===== src/rtl/reu_dma_engine.sv =====
// reu_dma_engine: REU transfer sequencer (initiator side of the dma_* toggle handshake).
//
// Moves bytes between C64 address space (through bus_manager's toggle handshake)
// and external REU RAM (level request / pulse acknowledge). Four commands:
// stash (C64->REU), fetch (REU->C64), swap and verify. Each byte runs a short
// access sequence followed by a STEP that advances the addresses and counter.
//
// State table:
//   state  | meaning
//   SYNC   | after reset: wait until dma_ack matches dma_req
//   IDLE   | not busy; accept start
//   C64_RD | C64 read through bus_manager (result -> byte_a)
//   C64_WR | C64 write through bus_manager
//   MEM_RD | REU RAM read (result -> byte_b)
//   MEM_WR | REU RAM write
//   CMP    | verify: compare byte_a with byte_b
//   STEP   | advance addresses, decrement remaining
//   FIN    | one-cycle done pulse
//
// Ports:
//   clk, rst                        clock, asynchronous active-high reset
//   start, cmd, c64_addr, reu_addr,
//   length, fix_c64, fix_reu        transfer setup, latched on an accepted start
//   busy, done, verify_err          status
//   cur_c64_addr, cur_reu_addr,
//   remaining                       live transfer pointers for register readback
//   dma_a, dma_d, dma_q, dma_rw,
//   dma_req, dma_ack                C64 DMA cycle, toggle handshake
//   mem_a, mem_d, mem_q, mem_we,
//   mem_req, mem_ack                REU RAM port, level request / pulse ack
module reu_dma_engine #(
    parameter int REU_ADDR_BITS = 24
) (
    input  logic                     clk,
    input  logic                     rst,
    input  logic                     start,
    input  logic [1:0]               cmd,
    input  logic [15:0]              c64_addr,
    input  logic [REU_ADDR_BITS-1:0] reu_addr,
    input  logic [15:0]              length,
    input  logic                     fix_c64,
    input  logic                     fix_reu,
    output logic                     busy,
    output logic                     done,
    output logic                     verify_err,
    output logic [15:0]              cur_c64_addr,
    output logic [REU_ADDR_BITS-1:0] cur_reu_addr,
    output logic [16:0]              remaining,
    output logic [15:0]              dma_a,
    output logic [7:0]               dma_d,
    input  logic [7:0]               dma_q,
    output logic                     dma_rw,
    output logic                     dma_req,
    input  logic                     dma_ack,
    output logic [REU_ADDR_BITS-1:0] mem_a,
    output logic [7:0]               mem_d,
    input  logic [7:0]               mem_q,
    output logic                     mem_we,
    output logic                     mem_req,
    input  logic                     mem_ack
);

    localparam logic [1:0] CMD_STASH  = 2'b00;
    localparam logic [1:0] CMD_FETCH  = 2'b01;
    localparam logic [1:0] CMD_SWAP   = 2'b10;
    localparam logic [1:0] CMD_VERIFY = 2'b11;

    localparam logic [REU_ADDR_BITS-1:0] REU_ONE = {{(REU_ADDR_BITS-1){1'b0}}, 1'b1};

    typedef enum logic [3:0] {
        S_SYNC,
        S_IDLE,
        S_C64_RD,
        S_C64_WR,
        S_MEM_RD,
        S_MEM_WR,
        S_CMP,
        S_STEP,
        S_FIN
    } state_t;

    state_t state, state_nx;

    logic [1:0]               cmd_q;
    logic                     fix_c64_q;
    logic                     fix_reu_q;
    logic [7:0]               byte_a;
    logic [7:0]               byte_b;
    logic                     dma_issued;
    logic                     dma_done;
    logic                     mem_done;
    logic                     enter;
    logic [15:0]              c64_inc;
    logic [15:0]              c64_src;
    logic [REU_ADDR_BITS-1:0] reu_inc;
    logic [REU_ADDR_BITS-1:0] reu_src;

    function automatic state_t first_state(input logic [1:0] c);
        return (c == CMD_FETCH) ? S_MEM_RD : S_C64_RD;
    endfunction

    // dma_issued separates "not yet toggled" from "toggled and acknowledged";
    // both look like dma_ack == dma_req.
    assign dma_done = dma_issued && (dma_ack == dma_req);
    assign mem_done = mem_req && mem_ack;
    assign c64_inc  = fix_c64_q ? cur_c64_addr : cur_c64_addr + 16'd1;
    assign reu_inc  = fix_reu_q ? cur_reu_addr : cur_reu_addr + REU_ONE;
    assign enter    = (state_nx != state);

    // Address presented by the access being entered: the start inputs when
    // leaving IDLE, the advanced pointers when leaving STEP.
    always_comb begin
        c64_src = cur_c64_addr;
        reu_src = cur_reu_addr;
        case (state)
            S_IDLE: begin
                c64_src = c64_addr;
                reu_src = reu_addr;
            end
            S_STEP: begin
                c64_src = c64_inc;
                reu_src = reu_inc;
            end
            default: ;
        endcase
    end

    always_ff @(posedge clk or posedge rst) begin
        if (rst) begin
            state <= S_SYNC;
        end else begin
            state <= state_nx;
        end
    end

    always_comb begin
        state_nx = state;
        busy     = 1'b1;
        done     = 1'b0;
        case (state)
            S_SYNC: begin
                if (dma_ack == dma_req) state_nx = S_IDLE;
            end
            S_IDLE: begin
                busy = 1'b0;
                if (start) state_nx = first_state(cmd);
            end
            S_C64_RD: begin
                if (dma_done) state_nx = (cmd_q == CMD_STASH) ? S_MEM_WR : S_MEM_RD;
            end
            S_C64_WR: begin
                if (dma_done) state_nx = S_STEP;
            end
            S_MEM_RD: begin
                if (mem_done) begin
                    case (cmd_q)
                        CMD_FETCH: state_nx = S_C64_WR;
                        CMD_SWAP:  state_nx = S_MEM_WR;
                        default:   state_nx = S_CMP;
                    endcase
                end
            end
            S_MEM_WR: begin
                if (mem_done) state_nx = (cmd_q == CMD_SWAP) ? S_C64_WR : S_STEP;
            end
            S_CMP: begin
                state_nx = (byte_a != byte_b) ? S_FIN : S_STEP;
            end
            S_STEP: begin
                state_nx = (remaining == 17'd1) ? S_FIN : first_state(cmd_q);
            end
            S_FIN: begin
                done     = 1'b1;
                state_nx = S_IDLE;
            end
            default: state_nx = S_SYNC;
        endcase
    end

    always_ff @(posedge clk or posedge rst) begin
        if (rst) begin
            cmd_q        <= CMD_STASH;
            fix_c64_q    <= 1'b0;
            fix_reu_q    <= 1'b0;
            verify_err   <= 1'b0;
            cur_c64_addr <= '0;
            cur_reu_addr <= '0;
            remaining    <= '0;
            byte_a       <= '0;
            byte_b       <= '0;
            dma_a        <= '0;
            dma_d        <= '0;
            dma_rw       <= 1'b1;
            dma_req      <= 1'b0;
            dma_issued   <= 1'b0;
            mem_a        <= '0;
            mem_d        <= '0;
            mem_we       <= 1'b0;
            mem_req      <= 1'b0;
        end else begin
            if (state == S_IDLE && start) begin
                cmd_q        <= cmd;
                fix_c64_q    <= fix_c64;
                fix_reu_q    <= fix_reu;
                cur_c64_addr <= c64_addr;
                cur_reu_addr <= reu_addr;
                remaining    <= (length == 16'd0) ? 17'h10000 : {1'b0, length};
                verify_err   <= 1'b0;
            end

            if (state == S_STEP) begin
                remaining    <= remaining - 17'd1;
                cur_c64_addr <= c64_inc;
                cur_reu_addr <= reu_inc;
            end

            if (state == S_CMP && byte_a != byte_b) verify_err <= 1'b1;

            // Address/data were set on state entry; the toggle follows one cycle later.
            if ((state == S_C64_RD || state == S_C64_WR) && !dma_issued) begin
                dma_req    <= ~dma_req;
                dma_issued <= 1'b1;
            end
            if (dma_done) begin
                dma_issued <= 1'b0;
                if (state == S_C64_RD) byte_a <= dma_q;
            end

            // mem_req rises on the first cycle in a MEM state, so it is low for at
            // least one cycle between back-to-back REU accesses.
            if ((state == S_MEM_RD || state == S_MEM_WR) && !mem_req) mem_req <= 1'b1;
            if (mem_done) begin
                mem_req <= 1'b0;
                mem_we  <= 1'b0;
                if (state == S_MEM_RD) byte_b <= mem_q;
            end

            // Entry loads come last so they win over the completion clears above.
            // Data captured in the same cycle is forwarded straight from the port.
            if (enter && state_nx == S_C64_RD) begin
                dma_a  <= c64_src;
                dma_rw <= 1'b1;
            end
            if (enter && state_nx == S_C64_WR) begin
                dma_a  <= c64_src;
                dma_rw <= 1'b0;
                dma_d  <= (state == S_MEM_RD) ? mem_q : byte_b;
            end
            if (enter && state_nx == S_MEM_RD) begin
                mem_a  <= reu_src;
                mem_we <= 1'b0;
            end
            if (enter && state_nx == S_MEM_WR) begin
                mem_a  <= reu_src;
                mem_we <= 1'b1;
                mem_d  <= (state == S_C64_RD) ? dma_q : byte_a;
            end
        end
    end

endmodule

===== config.mk =====
export PLATFORM = sky130hd
export DESIGN_NAME = reu_dma_engine
export DESIGN_NICKNAME = d
export VERILOG_FILES = /design/src/rtl/reu_dma_engine.sv
export SDC_FILE = /design/constraint.sdc
export NUM_CORES = 1
export LEC_CHECK = 0
export ABC_AREA = 1
export CAP_MARGIN = 20
export CORE_AREA = 2 2 187 189
export DETAILED_ROUTE_END_ITERATION = 12
export DIE_AREA = 0 0 189 191
export SLEW_MARGIN = 25
export SYNTH_ARGS = -nofsm -noshare
export SYNTH_HDL_FRONTEND = slang
export SYNTH_SLANG_ARGS = --single-unit

===== constraint.sdc =====
create_clock -name clk -period 7.8 [get_ports clk]
set_clock_uncertainty 0.1 [all_clocks]
set_input_delay 0.78 -clock clk [delete_from_list [all_inputs] [get_ports clk]]
set_output_delay 0.78 -clock clk [all_outputs]
set_load 0.01 [all_outputs]

; After elaboration in Yosys (flattened, before gate mapping)
; Cells that the tools add are included.
[totals]
latchBits = 0
memories = 0
ram_bits = 0
mem_bits_ro = 0
register_bits = 143
[classes]
bitwise_logic = 1
eq_ne = 19
shifts = 0
order_cmp = 0
mul = 0
n_reduce_logical = 24
n_mux = 44
div_mod_pow = 0
n_addsub = 3
[op_table]
columns = cell, n
row1 = two-way mux 24 bit, 5
row2 = two-way mux 16 bit, 5
row3 = two-way mux 17 bit, 3
row4 = case mux 24 bit (2 select lines), 1
row5 = case mux 4 bit (9 select lines), 1
row6 = two-way mux 4 bit, 8
row7 = case mux 16 bit (2 select lines), 1
row8 = "adder 24 x 1 -> 24 bit, second input constant", 1
row9 = "equality test 4 x 3 -> 1 bit, second input constant", 6
row10 = "equality test 17 x 1 -> 1 bit, second input constant", 1
row11 = "subtractor 17 x 1 -> 17 bit, second input constant", 1
row12 = "adder 16 x 1 -> 16 bit, second input constant", 1
row13 = "equality test 4 x 2 -> 1 bit, second input constant", 4
row14 = logical NOT 16 bit, 1
row15 = two-way mux 8 bit, 2
row16 = two-way mux 1 bit, 14
row17 = nonzero test 2 bit, 6
row18 = logical AND 1 bit, 10
row19 = two-way mux 3 bit, 3
row20 = inequality test 8 bit, 1
row21 = case mux 3 bit (2 select lines), 1
row22 = "equality test 2 x 1 -> 1 bit, second input constant", 2
row23 = "equality test 4 x 1 -> 1 bit, second input constant", 1
row24 = "equality test 4 bit, second input constant", 1
row25 = 9 further kinds, 11

; Depth between registers and ports, before layout
[logic_depth]
ltp_word = 8
depth_mapped = 16
mapped_depth_nobuf = 15

; Least setup slack after synthesis
; No wires, ideal clock.
[synth_path]
path_kind = input to register
start = in mem_ack
end = reg dma_a[0]
n_path_buf = 1
path_stages = 12
path_slack_ps = 5316
required_time_ps = 7583
t_arrival_ps = 2267
cell_sequence = nand2_1 > inv_1 > nand2_1 > nand3_1 > nand3_1 > nor2_1 > nand3_2 > a31oi_2 > nand2_2 > buf_4 > nand2_1 > nand2_1
[synth_via]
elab_chain_len = 6
[synth_lines]
columns = element, line
row1 = start: declaration, 60  ; input logic mem_ack
row2 = logical AND 1 bit *, 105  ; assign mem_done = mem_req && mem_ack;
row3 = "two-way mux 4 bit, on equally long branches", "164, 155"
row4 = case mux 4 bit (9 select lines) *, 140  ; case (state)
row5 = net state_nx[2], 82  ; state_t state, state_nx;
row6 = inequality test 4 bit (tied with other cells), 108  ; assign enter = (state_nx != state);
row7 = "logical AND 1 bit, on equally long branches", "244, 240"
row8 = two-way mux 16 bit / nonzero test 2 bit (equally long branches), -
row9 = end signal: assignment, 241  ; dma_a <= c64_src;
row10 = end signal: assignment, 245  ; dma_a <= c64_src;
row11 = end: declaration, 49  ; output logic [15:0] dma_a,
; Mark *: on every way through the listed nets, which the timed path passes. The rest lies on a longest branch.
; A chain may end at the register's enable or synchronous reset.

; Final worst setup path
[layout_path]
start = reg state[1]
end = reg mem_a[22]
[layout_via]
elab_chain_len = 5
[layout_lines]
columns = element, line
row1 = start: declaration, 82
row2 = start signal: assignment, 132  ; state <= state_nx;
row3 = equality test 4 bit (tied with other cells), 140
row4 = case mux 4 bit (9 select lines) *, 140
row5 = net state_nx[1], 82
row6 = inequality test 4 bit (tied with other cells), 108
row7 = "logical AND 1 bit, on equally long branches", "253, 249"
row8 = two-way mux 24 bit / nonzero test 2 bit (equally long branches), -
row9 = end signal: assignment, 250  ; mem_a <= reu_src;
row10 = end signal: assignment, 254  ; mem_a <= reu_src;
row11 = end: declaration, 55  ; output logic [REU_ADDR_BITS-1:0] mem_a,
; Mark *: on every way through the listed nets, which the timed path passes. The rest lies on a longest branch. The select of a mux whose other input is x is not followed.

==> out/qor.yml <==
run_status:
  status: "finished clean"
place:
  dp_hpwl_mm: 21.10
  gp_congestion: 0.8493
  dpl.cell_count: 1788
  portBuffers: 200
cts:
  cts_sinks: 143
  cts-resized-gates: 0
  cts_made_buffers: 17
  ctsHoldBuffers: 0
  cts_tree: "yes"
  cts.path.max_buffers: 2
  cts_setup_buffers: 0
  clock_latency_ns: 0.43
  htree_levels: 4
  path_clk_slew_ns: 0.07
  cts-root-buf: "clkbuf_16"
timing:
  max_slew_margin_pct: 37.17
  final-setup-viol-count: 0
  worst_pin_slew_ns: 0.9425
  slew_violations: 0
  max_freq_ghz: 0.2528
  hold_violations: 0
  finalSetupTns_ns: 0
  grt_setup_unrepaired: "no"
  fin_crit_ns: 3.956
  min_period_over_period_pct: 50.72
route:
  vias: 8675
  wl_mm: 29.89
  drc_errors: 0
  antenna_left: 0
  wl_per_cell_um: 16.42
  drt_iter0_drc: 677
  drt_first_pass_iters: 5
  viasPerCell: 4.766
die:
  dieWidth_um: 189
  rows: 68
  core_area_um2: 34120
  ioPinCount: 201
  start_util_pct: 24.66
  die_y_um: 191
  dieArea_um2: 36100
critical_path:
  critPathArrivalTime_ns: 4.17
  endpoint: "mem_a[22]$_DFFE_PP0P_"
  worstPathMaxFanout: 65
  r2r_start: "state[1]$_DFF_PP0_"
  start_kind: "register"
  slowest_delay_ns: 0.55
  reg2reg_depth: 15
  worstPathCellList: "nand2_1 > nor2_4 > buf_4 > inv_2 > buf_4 > nor2_1 > nand2_1 > nand3_2 > nand2_1 > nand2_1 > nand3_2 > buf_4 > nand2_2 > nand2_1 > nand2_1"
  ff2ff_setup_slack_ns: 3.84
  worst-setup-path-type: "reg2reg"
  r2r_end: "mem_a[22]$_DFFE_PP0P_"
  critical_path.startpoint: "state[1]$_DFF_PP0_"
  end_kind: "register"
  required_ns: 8.02
  cp_slowest_cell: "buf_4"
  crit_path_frequent_cell: "nand2_1"
yosys:
  syn_inst: 1169
  synth_largest_area_cell: "dfrtp_1"
  yosys_most_used_dff: "dfrtp_1"
  ys_async_sr_fraction_pct: 100.0
  yosysUniqueCellTypes: 43
  synth-seq-cells: 143
  syn_area_per_cell_um2: 7.197
  synth_nets: 1257
  syn_area_um2: 8413
  synth_top_area_share_pct: 42.24
  yosys_warnings: 0
  synth_area_leaders: "dfrtp_1 42%, nand2_1 16%, nand3_1 7.7%"
  ys_seq_area_share_pct: 42.55
  synth_edf_count: 0
final_layout:
  multi_input_area_um2: 4115
  n_antenna_cell: 0
  final.fill_count: 3557
  final_cells: 1820
  fin_util_pct: 33.61
  mostFrequentLayoutCell: "nand2_1"
  nets: 1440
  register_area_um2: 3580
  area_growth_pct: 36.30
  final_cell_mix: "353 x nand2_1, 200 x clkdlybuf4s50_1, 142 x dfrtp_1"
  drive_gt1_share_pct: 4.982
pwr:
  vdd_ir_drop_max_v: 0.0002079
  p_per_area_nw_per_um2: 435.9
  leakagePower_nw: 5.224
global_route:
  grt_max_degree: 88
  grt_pass1_vias: 8425
  globalRouteOverflowTotal: 0
  grt_pass1_wl_mm: 46.51
  grtUsageTotal_pct: 16.49
  antenna_found_initial: 0
worst_hold_path:
  holdCritPathClass: "reg2reg"
  hold_depth: 2
job:
  maxCapViolations: 0
## synthesized netlist by cell type (6+ instances only)
cell,n
ha_1,7
inv_1,132
nor2_1,69
a21oi_1,24
xor2_1,8
nand2_2,6
clkbuf_1,27
o211ai_1,33
o21ai_0,100
a22oi_1,33
nand2_1,353
inv_2,6
dfrtp_1,142
nand4_1,13
buf_2,8
xnor2_1,6
o22ai_1,7
nand3_1,129
nor2_2,7
nor3_1,16
## registers in the layout, indices dropped and copies added (netlist names), 2 cells and up
name and cells:
cmd_q 2, dma_d 8, byte_a 8, mem_d 8
state 4, cur_reu_addr 24, cur_c64_addr 16, remaining 17
byte_b 8, dma_a 16, mem_a 24
## cell families after synthesis
family / after synthesis / synth area share (%)
AO/OA/AOI/OAI: 217 / 15.72
XOR/XNOR: 14 / 1.457
adder cells (fa/ha/maj): 7 / 1.041
buffers and inverters: 184 / 8.596
flip-flops: 143 / 42.55
AND/OR/NAND/NOR: 604 / 30.64
## through the flow
step                      setup slack (ns)  power [mW]  hold slack [ns]  instance area (um2)
after floorplan                      3.084       2.987           0.3692                 8413
after global placement               3.461       4.113           0.3561                10860
after detailed placement             3.432       4.148           0.3580                10860
after CTS                            3.737       5.046           0.3723                11470
after global routing                 3.458       5.422           0.3823                11470
final                                3.844       4.998           0.3697                11470
## worst max-delay path: cells and delay by family (launching register included)
| kind | cells | cell delay, ns |
|---|---|---|
| and+or+nand+nor | 11 | 1.69 |
| buffers and inverters | 4 | 1.53 |
| DFF | 1 | 0.45 |
## layer usage
layer  up-vias  wire, um  global-route usage, %
met5         -         0                      0
met4         0       386                  4.177
met3        32      1979                  3.286
met2       296     14010                  27.22
met1      4092     13510                  22.04
li1       4255         -                      -
## worst min path at each step
stage / from / to / slack [ns]
floorplan: dma_rw$_DFFE_PP1P_ / dma_rw$_DFFE_PP1P_ / 0.37
global placement: dma_d[7]$_DFFE_PP0P_ / dma_d[7]$_DFFE_PP0P_ / 0.36
detailed placement: mem_a[20]$_DFFE_PP0P_ / mem_a[20]$_DFFE_PP0P_ / 0.36
CTS: dma_rw$_DFFE_PP1P_ / dma_rw$_DFFE_PP1P_ / 0.37
global route: dma_rw$_DFFE_PP1P_ / dma_rw$_DFFE_PP1P_ / 0.38
finish: dma_d[7]$_DFFE_PP0P_ / dma_d[7]$_DFFE_PP0P_ / 0.37
## power breakdown
group | switching [mW] | total, mW | internal, mW
sequential | 0.347 | 1.45 | 1.10
combinational | 1.57 | 2.67 | 1.10
clock | 0.368 | 0.878 | 0.510
## final cells by class
cell class              instances  share of cell area [%]
inverters                     140                   4.626
repair buffers                208                   17.98
multi-input cells             842                   35.89
well taps                     455                   4.965
clock inverters                14                   1.582
clock buffers                  18                   3.743
flip-flops and latches        143                   31.22
Note: power is estimated with default switching activity, not from simulation.
